## src/rtl/loss_pkg.sv

```systemverilog
// Shared types and default sizing for the L1-loss sequencer.
package loss_pkg;

    localparam int unsigned DEF_ADDR_W = 8;
    localparam int unsigned DEF_ACC_W  = 48;

    // Largest value the default-width loss accumulator can hold.
    localparam logic [DEF_ACC_W-1:0] DEF_SAT_LIMIT = '1;

    typedef enum logic [1:0] {
        IDLE,
        ISSUE,
        DRAIN,
        DONE
    } state_t;

endpackage

```

## src/rtl/loss_block.sv

```systemverilog
// Per-element L1 stage: registers |data - target| with one cycle of latency.
module loss_block (
    input  logic        clk,
    input  logic        reset,
    input  logic        valid_in,
    input  logic [31:0] data_in,
    input  logic [31:0] target_in,
    output logic        valid_out,
    output logic [31:0] loss_out
);

    logic [31:0] abs_diff;

    // Subtract the smaller operand from the larger one; the true magnitude
    // always fits in 32 unsigned bits, so the wrapped difference is exact.
    always_comb begin
        abs_diff = '0;
        if ($signed(data_in) >= $signed(target_in)) begin
            abs_diff = data_in - target_in;
        end else begin
            abs_diff = target_in - data_in;
        end
    end

    // Output register: valid follows valid_in, loss only captured when valid.
    always_ff @(posedge clk or posedge reset) begin
        if (reset) begin
            valid_out <= 1'b0;
            loss_out  <= '0;
        end else begin
            valid_out <= valid_in;
            if (valid_in) begin
                loss_out <= abs_diff;
            end
        end
    end

endmodule

```

## src/rtl/loss_sequencer.sv

```systemverilog
// Sequences one L1-loss pass: issues buffer reads, feeds the returned pairs
// through loss_block and accumulates a saturating sum and a running maximum.
module loss_sequencer
    import loss_pkg::*;
#(
    parameter int unsigned ADDR_W = DEF_ADDR_W,
    parameter int unsigned ACC_W  = DEF_ACC_W
) (
    input  logic              clk,
    input  logic              reset,
    input  logic              start,
    input  logic [ADDR_W-1:0] len_in,
    output logic              busy,
    output logic              rd_en,
    output logic [ADDR_W-1:0] rd_addr,
    input  logic [31:0]       out_rdata,
    input  logic [31:0]       tgt_rdata,
    output logic [ACC_W-1:0]  loss_sum,
    output logic [31:0]       max_loss,
    output logic              done
);

    localparam logic [ACC_W-1:0] SAT_MAX = '1;

    state_t            state;
    state_t            state_nxt;
    logic [ADDR_W-1:0] len_q;
    logic [ADDR_W-1:0] issue_cnt;
    logic              accept;
    logic              last_issue;
    logic              mem_valid;
    logic              lb_valid;
    logic [31:0]       lb_loss;
    logic [ACC_W:0]    sum_wide;

    assign accept     = (state == IDLE) && start;
    assign last_issue = (issue_cnt == (len_q - 1'b1));
    assign rd_addr    = issue_cnt;
    assign sum_wide   = {1'b0, loss_sum} + {{(ACC_W + 1 - 32){1'b0}}, lb_loss};

    // State register.
    always_ff @(posedge clk or posedge reset) begin
        if (reset) begin
            state <= IDLE;
        end else begin
            state <= state_nxt;
        end
    end

    // Next-state logic.
    // DRAIN leaves as soon as nothing is waiting in front of loss_block: the
    // last loss_out still valid this cycle is accumulated on the same edge
    // that enters DONE, so the results are already final while done is high.
    always_comb begin
        state_nxt = state;
        case (state)
            IDLE: begin
                if (start) begin
                    state_nxt = (len_in != '0) ? ISSUE : DONE;
                end
            end
            ISSUE: begin
                if (last_issue) begin
                    state_nxt = DRAIN;
                end
            end
            DRAIN: begin
                if (!mem_valid) begin
                    state_nxt = DONE;
                end
            end
            DONE: begin
                state_nxt = IDLE;
            end
            default: begin
                state_nxt = IDLE;
            end
        endcase
    end

    // State-decoded outputs.
    always_comb begin
        busy  = (state != IDLE);
        rd_en = (state == ISSUE);
        done  = (state == DONE);
    end

    // Length latch and issue counter; the counter holds at len-1 after issue.
    always_ff @(posedge clk or posedge reset) begin
        if (reset) begin
            len_q     <= '0;
            issue_cnt <= '0;
        end else if (accept) begin
            len_q     <= len_in;
            issue_cnt <= '0;
        end else if ((state == ISSUE) && !last_issue) begin
            issue_cnt <= issue_cnt + 1'b1;
        end
    end

    // Read data returns one cycle after the strobe.
    always_ff @(posedge clk or posedge reset) begin
        if (reset) begin
            mem_valid <= 1'b0;
        end else begin
            mem_valid <= rd_en;
        end
    end

    loss_block u_loss_block (
        .clk       (clk),
        .reset     (reset),
        .valid_in  (mem_valid),
        .data_in   (out_rdata),
        .target_in (tgt_rdata),
        .valid_out (lb_valid),
        .loss_out  (lb_loss)
    );

    // Saturating loss sum and running maximum, cleared when a pass is accepted.
    always_ff @(posedge clk or posedge reset) begin
        if (reset) begin
            loss_sum <= '0;
            max_loss <= '0;
        end else if (accept) begin
            loss_sum <= '0;
            max_loss <= '0;
        end else if (lb_valid) begin
            loss_sum <= sum_wide[ACC_W] ? SAT_MAX : sum_wide[ACC_W-1:0];
            if (lb_loss > max_loss) begin
                max_loss <= lb_loss;
            end
        end
    end

endmodule

```

## config.mk

```make
export PLATFORM = sky130hd
export DESIGN_NAME = loss_sequencer
export DESIGN_NICKNAME = d
export VERILOG_FILES = /design/src/rtl/loss_pkg.sv /design/src/rtl/loss_block.sv /design/src/rtl/loss_sequencer.sv
export SDC_FILE = /design/constraint.sdc
export NUM_CORES = 1
export LEC_CHECK = 0
export BUFFER_PORTS_ARGS = -buffer_cell sky130_fd_sc_hd__buf_2
export CAP_MARGIN = 40
export CORE_MARGIN = 5
export CORE_UTILIZATION = 40
export CTS_CLUSTER_SIZE = 20
export DETAILED_ROUTE_END_ITERATION = 10
export PLACE_DENSITY = 0.65
export SYNTH_ARGS = -nofsm -noshare
export SYNTH_HDL_FRONTEND = slang
export SYNTH_SLANG_ARGS = --single-unit
```

## constraint.sdc

```tcl
create_clock -name clk -period 4.75 [get_ports clk]
set_input_delay 0.95 -clock clk [delete_from_list [all_inputs] [get_ports clk]]
set_output_delay 0.95 -clock clk [all_outputs]
set_load 0.01 [all_outputs]
```

## Word level (Yosys, flattened, before mapping)

Cells that the tools add are included.

- Bits in registers: 132
- Bits in latches: 0
- RAM bits: 0
- Memory bits (read-only): 0
- Bits of input ports: 75
- Output and inout port bits: 91
- Logic and storage cells: 47
- Memories: 0

- $add $sub $neg: 5
- $mul: 0
- Div/mod/pow operators: 0
- Order comparisons: 2
- Equal/unequal tests: 7
- Shift-type cells: 0
- Muxes and demuxes: 14
- Bitwise operators: 0
- Reductions and logical operators: 11

Operators with widths:

| cell | count |
|---|---|
| $mux W48 | 3 |
| $mux W32 | 4 |
| $sub A32 B32 Y32 | 2 |
| $add A48 B32 Y49 | 1 |
| $ge A32 B32 Y1 | 1 |
| $gt A32 B32 Y1 | 1 |
| $mux W8 | 2 |
| $add A8 B1 Y8 const B | 1 |
| $eq A8 B8 Y1 | 1 |
| $mux W2 | 4 |
| $pmux W2 S4 | 1 |
| $reduce_bool A2 Y1 | 4 |
| $reduce_bool A8 Y1 | 1 |
| $sub A8 B1 Y8 const B | 1 |
| $eq A2 B2 Y1 const B | 2 |
| $ne A2 B2 Y1 const B | 2 |
| $reduce_and A3 Y1 | 1 |
| $eq A2 B1 Y1 const B | 1 |
| $logic_and A1 B1 Y1 | 2 |
| $logic_not A2 Y1 | 1 |
| $ne A2 B1 Y1 const B | 1 |
| $reduce_and A2 Y1 | 1 |
| $logic_not A1 Y1 | 1 |

## Logic depth before layout (Yosys ltp)

Gate-level depths: netlist (run 1).

- Word-level depth: 6
- Mapped depth: 15
- Mapped depth without buffers: 13

## Modules after synthesis

A second synthesis (run 1) with hierarchy kept.

- Cell total of the unflattened synthesis: 1517
- Area total of the unflattened synthesis: 12035.3 um^2

By module, submodules not included:

| module | times used | cells an instance | area an instance (um^2) |
|---|---|---|---|
| loss_sequencer | 1 | 883 | 7294.5 |
| loss_block | 1 | 634 | 4740.8 |

## Worst setup path after synthesis (run 1)

OpenSTA, ideal clock, no wires.

- Path kind: input port to flip-flop
- Start: input port out_rdata[7]
- End: register u_loss_block.loss_out[12]
- Arrival time: 3565 ps
- Data required time: 4625 ps
- Setup slack: 1060 ps
- Stages: 14
- Buffers on the path: 2
- Cell sequence: inv_1 > ha_1 > buf_2 > and4_4 > a221oi_1 > o21ai_1 > a31oi_2 > o21ai_1 > o31ai_2 > buf_6 > mux2i_1 > a31oi_1 > xnor2_1 > mux2_2

- Longest elaborated chain between the ends: 2

RTL lines:

| item | RTL line | RTL |
|---|---|---|
| start: declaration | loss_sequencer.sv:16 | `input logic [31:0] out_rdata,` |
| $sub A32 B32 Y32, or another cell as far along | loss_block.sv:21 | `abs_diff = target_in - data_in;` |
| $mux W32 (*) | loss_block.sv:18 | `if ($signed(data_in) >= $signed(target_in)) begin` |
| end signal: assignment | loss_block.sv:33 | `loss_out <= abs_diff;` |
| end: declaration | loss_block.sv:9 | `output logic [31:0] loss_out` |

Every way passes the cells marked *; elsewhere a longest branch is shown, timed or not.
A chain may end at the register's enable or synchronous reset.

## Worst setup path after layout (run 1)

- Start: register u_loss_block.loss_out[0]
- End: register loss_sum[37]

- Longest elaborated chain between the ends: 4

RTL lines:

| item | RTL line | RTL |
|---|---|---|
| $add A48 B32 Y49 | loss_sequencer.sv:39 | `assign sum_wide = {1'b0, loss_sum} + {{(ACC_W + 1 - 32){1'b0}}, lb_loss};` |
| $mux W48 | loss_sequencer.sv:129 | `loss_sum <= sum_wide[ACC_W] ? SAT_MAX : sum_wide[ACC_W-1:0];` |
| $mux W48 | loss_sequencer.sv:128 | `end else if (lb_valid) begin` |
| $mux W48 | loss_sequencer.sv:125 | `end else if (accept) begin` |
| end signal: assignment | loss_sequencer.sv:129 |  |
| end: declaration | loss_sequencer.sv:18 | `output logic [ACC_W-1:0] loss_sum,` |

Every way passes these cells. The select of a mux whose other input is x is not followed.

==> metrics.txt, run 1 <==
status=complete, no violations; layout cells sized above 1=15.5%; dpl cells=~1.8k; Tcrit/Tclk final=slightly below 80%; pre-CTS setup slack=between 0.6 and 0.7 ns; final setup fails=0; fill count=2791; initial antenna violation count=0; Yosys reg bits=roughly 130; Final HPWL DP=24200 µm; vias per cell=approximately 5.4; total number of vias=a little over 10k; ys flop type=dfrtp_1; Setup Buffers After CTS=0; Switch Pwr=roughly 4.1 mW; Clock Skews=~0.0079 ns; hold path startpoint=len_q[7]; ANT nets after route=0; CTS Buffer Depth=2; r2r worst-path depth=12; H-tree levels=4; # diodes=0; die width=roughly 180 µm; post-synthesis cell count=around 1.4k; starting density of the core=a little over 40%; global-route wire length before repair=around 50000 µm; DR pass1 iterations=5; Post-Route WL=just over 30000 µm; crit-path max FO=14; worst r2r src=u_loss_block.loss_out[0]; Worst Hold Path EP=len_q[7]; Post-synth EDFFs=0; Sink Count=132; fin worst setup slack=around 0.98 ns; number of max-cap violations=0; post-CTS resize count=0; CP Capture Type=flip-flop; nets=1699; Worst path slowest cell=and2_1; maximum number of pins on one net before global-route repair=~80; RSZ-0062 raised after global routing=no; Synthesis Warnings=0; die height=between 150 and 200 µm; Post-synth ARST share=100%; Slew Viols, Final=0; CTS tree=built; worst hold path class=reg2reg; measured slew at the worst slew-check pin=slightly above 0.7 ns; CP Launch Point=u_loss_block.loss_out[0]; Startpoint Class=flip-flop; synth top area cells=dfrtp_1 29%, ha_1 15%, a21oi_1 6.7%; std cell rows=a little over 60; Layout Cells excl Fill=1878; Power Internal=4.82 mW; post-synth top area share=29.3%; Synth area leader=dfrtp_1; Post-Syn Nets=between 1.5k and 2k; Clk pwr share=15.9%; Top Ports=166; reg2reg setup slack=a little under 1 ns; critical path class=reg2reg; total clock buffers created by CTS=17; Reg power frac=around a quarter; Syn Std Cell Area=around 11000 µm²; worst stage delay on the critical path=roughly 0.54 ns; Worst slew margin=between 50% and 60%; Fin. Hold Viols=0; worst hold path depth=2; Total GRT Usage=19.3%; drt drc=0; P per Cell Area=roughly 700 nW/µm²; total negative slack=0 ns; worst vdd ir=around 0.24 mV; placed cell area=roughly 12000 µm²; vias in the first global route=a little under 10k; WL/cell=around 16 µm; fin crit period=about 3.8 ns; Worst path most repeated cell=o21a_1; core area=27800 µm²; Initial DRC Count=roughly 440; Comb power frac=between 50 and 60%; Port Buffer Count=approximately 170; Critical Path, Cell by Cell=ha_1 -> fa_1 -> a21o_1 -> a21oi_1 -> o21a_1 -> o21ai_0 -> o21a_1 -> a221o_1 -> nand2_1 -> and2_1 -> and4_1 -> nor3_1; synthesized area per cell=approximately 8.3 µm²; CTS Root Cell=clkbuf_16; later-pin clock latency in the skew report=between 0.4 and 0.5 ns; Die ar.=~32000 µm²; fin area=between 10000 and 15000 µm²; library cells used by synthesis=71; reg2reg end=loss_sum[37]; Layout area overhead=15.8%; GR Overflow Total=0; Net Sw Frac=between 40% and 50%; WP data arrival=about 4.1 ns; clock-pin transition on the worst setup and hold timing paths=approximately 0.060 ns; GPL Wtd Cong=0.960; Lkg Pwr=6.60 nW; CP Data Required Time=slightly above 5 ns; CTS hold repair buffers=0; f_max=roughly 270 MHz; sequential share of the synthesized area=between 20% and 30%
-- metal layers --
metal | GRT usage, % | up-vias | share of wire [%]
met5 | 0 | - | 0
met4 | 4.25 | 0 | 1.3
met3 | 3.41 | 26 | 5.1
met2 | 31.3 | 235 | 46
met1 | 27.0 | 4719 | 48
li1 | - | 5089 | -
-- critical path, delay by kind of cell, from the launching register on --
kind | cells | cell delay [ns]
AND/OR/NAND/NOR | 4 | 0.97
adder cells (fa/ha/maj) | 2 | 0.66
flip-flops | 1 | 0.45
AO/OA/AOI/OAI | 6 | 1.57
-- area by class of cell --
| cell class | instances | area [µm²] | share of cell area [%] |
|---|---|---|---|
| clock buffer | 21 | 470 | 3.60 |
| sequential | 132 | 3310 | 25.3 |
| inverter | 128 | 483 | 3.70 |
| tap | 378 | 473 | 3.62 |
| multi-input combinational | 1033 | 7220 | 55.3 |
| clock inverter | 11 | 174 | 1.33 |
| timing repair buffer | 175 | 926 | 7.09 |
-- worst max-delay path by stage --
stage / cells after the start / to / slack [ns]
2_1_floorplan: 1 / len_q[0] / 0.27
3_5_place_dp: 14 / u_loss_block.loss_out[3] / 0.64
6_report: 12 / loss_sum[37] / 0.98
3_3_place_gp: 14 / u_loss_block.loss_out[3] / 0.67
5_1_grt: 13 / u_loss_block.loss_out[31] / 0.63
4_1_cts: 12 / loss_sum[37] / 0.99
-- power by group through the flow --
stage | clock network (mW) | logic [mW] | registers (mW)
4_1_cts | 1.45 | 5.36 | 2.19
6_report | 1.42 | 5.34 | 2.20
3_3_place_gp | 0 | 5.21 | 2.20
5_1_grt | 1.51 | 6.03 | 2.27
3_5_place_dp | 0 | 5.31 | 2.21
2_1_floorplan | 0 | 3.96 | 2.12
-- Yosys cell counts, drive strengths merged (19+ instances only) --
cell type    n
nand2       85
mux2i       48
nor2       126
xnor2       47
a31oi       42
o21ai       83
xor2        29
dfrtp      132
clkbuf      39
nand3       19
buf         25
ha         134
nor3        24
inv        128
nand4       22
a21o        45
a21oi      152
-- state kept, by name (all words and copies together) (netlist names) --
signal / count
state: 2
mem_valid: 1
rd_addr: 8
len_q: 8
u_loss_block.valid_out: 1
max_loss: 32
u_loss_block.loss_out: 32
loss_sum: 48
-- placed cells by master (no fill, tap or decap), drive strengths merged, types with 12 or more instances in the layout --
master,netlist,final
nand2,85,85
nor3,24,24
clkbuf,39,21
xor2,29,29
o21bai,16,16
a31oi,42,42
and3,14,14
nor2b,12,12
nand4,22,22
xnor2,47,47
ha,134,134
buf,25,175
mux2i,48,48
a21oi,152,152
nand3,19,19
inv,128,129
nor2,126,126
dfrtp,132,132
o21ai,83,83
a21o,45,45
-- cell families (layout without fill, tap and decap cells) --
kind of cell	count (synthesis)	in the layout	synth area share [%]
compound gates	425	425	23.8
xor+xnor	76	76	5.90
fa+ha+maj	137	137	15.4
buf+inv	192	335	6.80
flops	132	132	29.3
mux	53	53	4.76
simple gates	342	342	14.0
-- stage by stage --
| step | utilization (%) | power (mW) | hold WS, ns |
|---|---|---|---|
| 3_5_place_dp | 44.7 | 7.52 | 0.488 |
| 6_report | 47.0 | 8.96 | 0.500 |
| 2_1_floorplan | - | 6.08 | 0.355 |
| 4_1_cts | 47.0 | 9.00 | 0.502 |
| 5_1_grt | 47.0 | 9.82 | 0.516 |
| 3_3_place_gp | 44.7 | 7.42 | 0.480 |
Power figures use the tool's default switching activity.
==> run 2: changes to the inputs <==
Clock period 4.75 ns to 3.36 ns, I/O delays scaled along.
==> metrics.txt, run 2 (synthesized netlist as in run 1, its figures left out) <==
die width=about 180 µm; std cell rows=61; Clock Skews=between 0.008 and 0.009 ns; post-layout util=51.1%; highest routed layer=met4; Final HPWL DP=~26000 µm; GR Overflow Total=0; Tcrit/Tclk final=between 90 and 100%; metal3 WL=~1500 µm; Regs by FF count=loss_sum x48, max_loss x32, u_loss_block.loss_out x32; CTS Root Cell=clkbuf_16; most frequent cells in the layout=165 x buf_2, 157 x buf_4, 151 x a21oi_1; Total GRT Usage=about 20%; placed cell area=around 14000 µm²; Fin. Hold Viols=0; total number of vias=about 11k; Initial DRC Count=602; initial antenna violation count=0; worst vdd ir=roughly 0.36 mV; CTS hold repair buffers=0; reg2reg setup slack=0.13 ns; reg2reg end=loss_sum[26]; ANT nets after route=0; final setup fails=0; RSZ-0062 raised after global routing=no; starting density of the core=40.6%; drt drc=0; CTS tree=built; clock-pin transition on the worst setup and hold timing paths=roughly 0.060 ns; Layout area overhead=25.9%; die height=~180 µm; core area=approximately 28000 µm²; Port Buffer Count=165; WP data arrival=approximately 3.5 ns; f_max=between 300 and 400 MHz; Worst slew margin=between 60% and 70%; status=complete, no violations; Biggest register=loss_sum; number of max-cap violations=0; fin area=14200 µm²; P per Cell Area=just over 900 nW/µm²; worst hold path class=in2async; WL/cell=about 16 µm; Startpoint Class=flip-flop; DR pass1 iterations=7; measured slew at the worst slew-check pin=~0.6 ns; Sink Count=roughly 130; r2r worst-path depth=13; total negative slack=0 ns; vias in the first global route=slightly above 10k; H-tree levels=4; Top Ports=between 150 and 200; critical path class=reg2reg; fin crit period=between 3 and 4 ns; wl on met1=about 15000 µm; most common cell after layout, fill and taps aside=buf_2; nets=approximately 1.8k; minimum hold slack=~0.26 ns; layout cells sized above 1=a little under a quarter; Lkg Pwr=between 7 and 8 nW; worst r2r src=u_loss_block.loss_out[0]; max FFs per register=48; CTS Buffer Depth=2; Post-Route WL=31900 µm; # diodes=0; GPL Wtd Cong=between 0.9 and 1; crit-path max FO=3; total clock buffers created by CTS=17; vias per cell=about 5.3; global-route wire length before repair=between 50000 and 60000 µm; fill count=2727; CP Data Required Time=between 3 and 4 ns; later-pin clock latency in the skew report=about 0.43 ns; Pwr Total=~13 mW; CP Capture Type=flip-flop; maximum number of pins on one net before global-route repair=76; Slew Viols, Final=0; met2 wire length=between 10000 and 15000 µm; Die ar.=31700 µm²
[run 2: power breakdown]
group | total (mW) | leakage [nW] | internal [mW] | switching, mW
combinational | 7.87 | 5.40 | 3.52 | 4.35
clock | 2.04 | 0.307 | 1.29 | 0.747
sequential | 3.17 | 1.61 | 2.29 | 0.880
total | 13.1 | 7.32 | 7.10 | 5.98
[run 2: cell type report]
class                   instances  area, µm²  share of cell area, %
clock inverters                13        195                   1.37
inverters                     128        484                   3.41
repair buffers                324       2040                   14.3
flip-flops and latches        132       3310                   23.3
multi-input cells            1033       7260                   51.1
well taps                     378        473                   3.33
clock buffers                  19        453                   3.19
[run 2: what timing repair did]
item,4_1_cts,5_1_grt
setup endpoints to repair,0,21
buffers inserted,0,1
gates resized for setup,0,8
hold endpoints to repair,0,0
[run 2: stage by stage]
stage	worst slack [ns]	instances
after floorplan	0.000838	1357
after global placement	-0.215	1994
after detailed placement	-0.279	1994
after CTS	0.0335	2026
after global routing	0.00182	2027
final	0.126	2027
[run 2: per-layer routing]
layer,GRT usage (%),vias to the layer above
li1,-,5398
met1,28.0,5009
met2,32.2,283
met3,2.92,45
met4,6.32,0
met5,0,-
[run 2: how the worst max path moves through the flow]
| stage | startpoint | endpoint | slack, ns | depth (start not counted) |
|---|---|---|---|---|
| finish | u_loss_block.loss_out[0] | loss_sum[26] | 0.13 | 13 |
| global placement | out_rdata[1] | u_loss_block.loss_out[31] | -0.21 | 14 |
| global route | u_loss_block.loss_out[7] | loss_sum[23] | 0.002 | 11 |
| CTS | u_loss_block.loss_out[0] | loss_sum[23] | 0.03 | 12 |
| detailed placement | out_rdata[6] | u_loss_block.loss_out[3] | -0.28 | 15 |
| floorplan | out_rdata[17] | u_loss_block.loss_out[31] | 0.0008 | 11 |
[run 2: worst max-delay path, cell delays in order (launching register included)]
cell,delay (ns)
dfrtp_1,0.42
ha_1,0.23
fa_1,0.40
a21o_1,0.19
a21oi_2,0.17
buf_4,0.15
o21ai_0,0.19
a31oi_1,0.29
o21bai_1,0.13
a21oi_1,0.29
o211ai_1,0.18
a31oi_1,0.23
xor2_1,0.17
a21oi_1,0.09
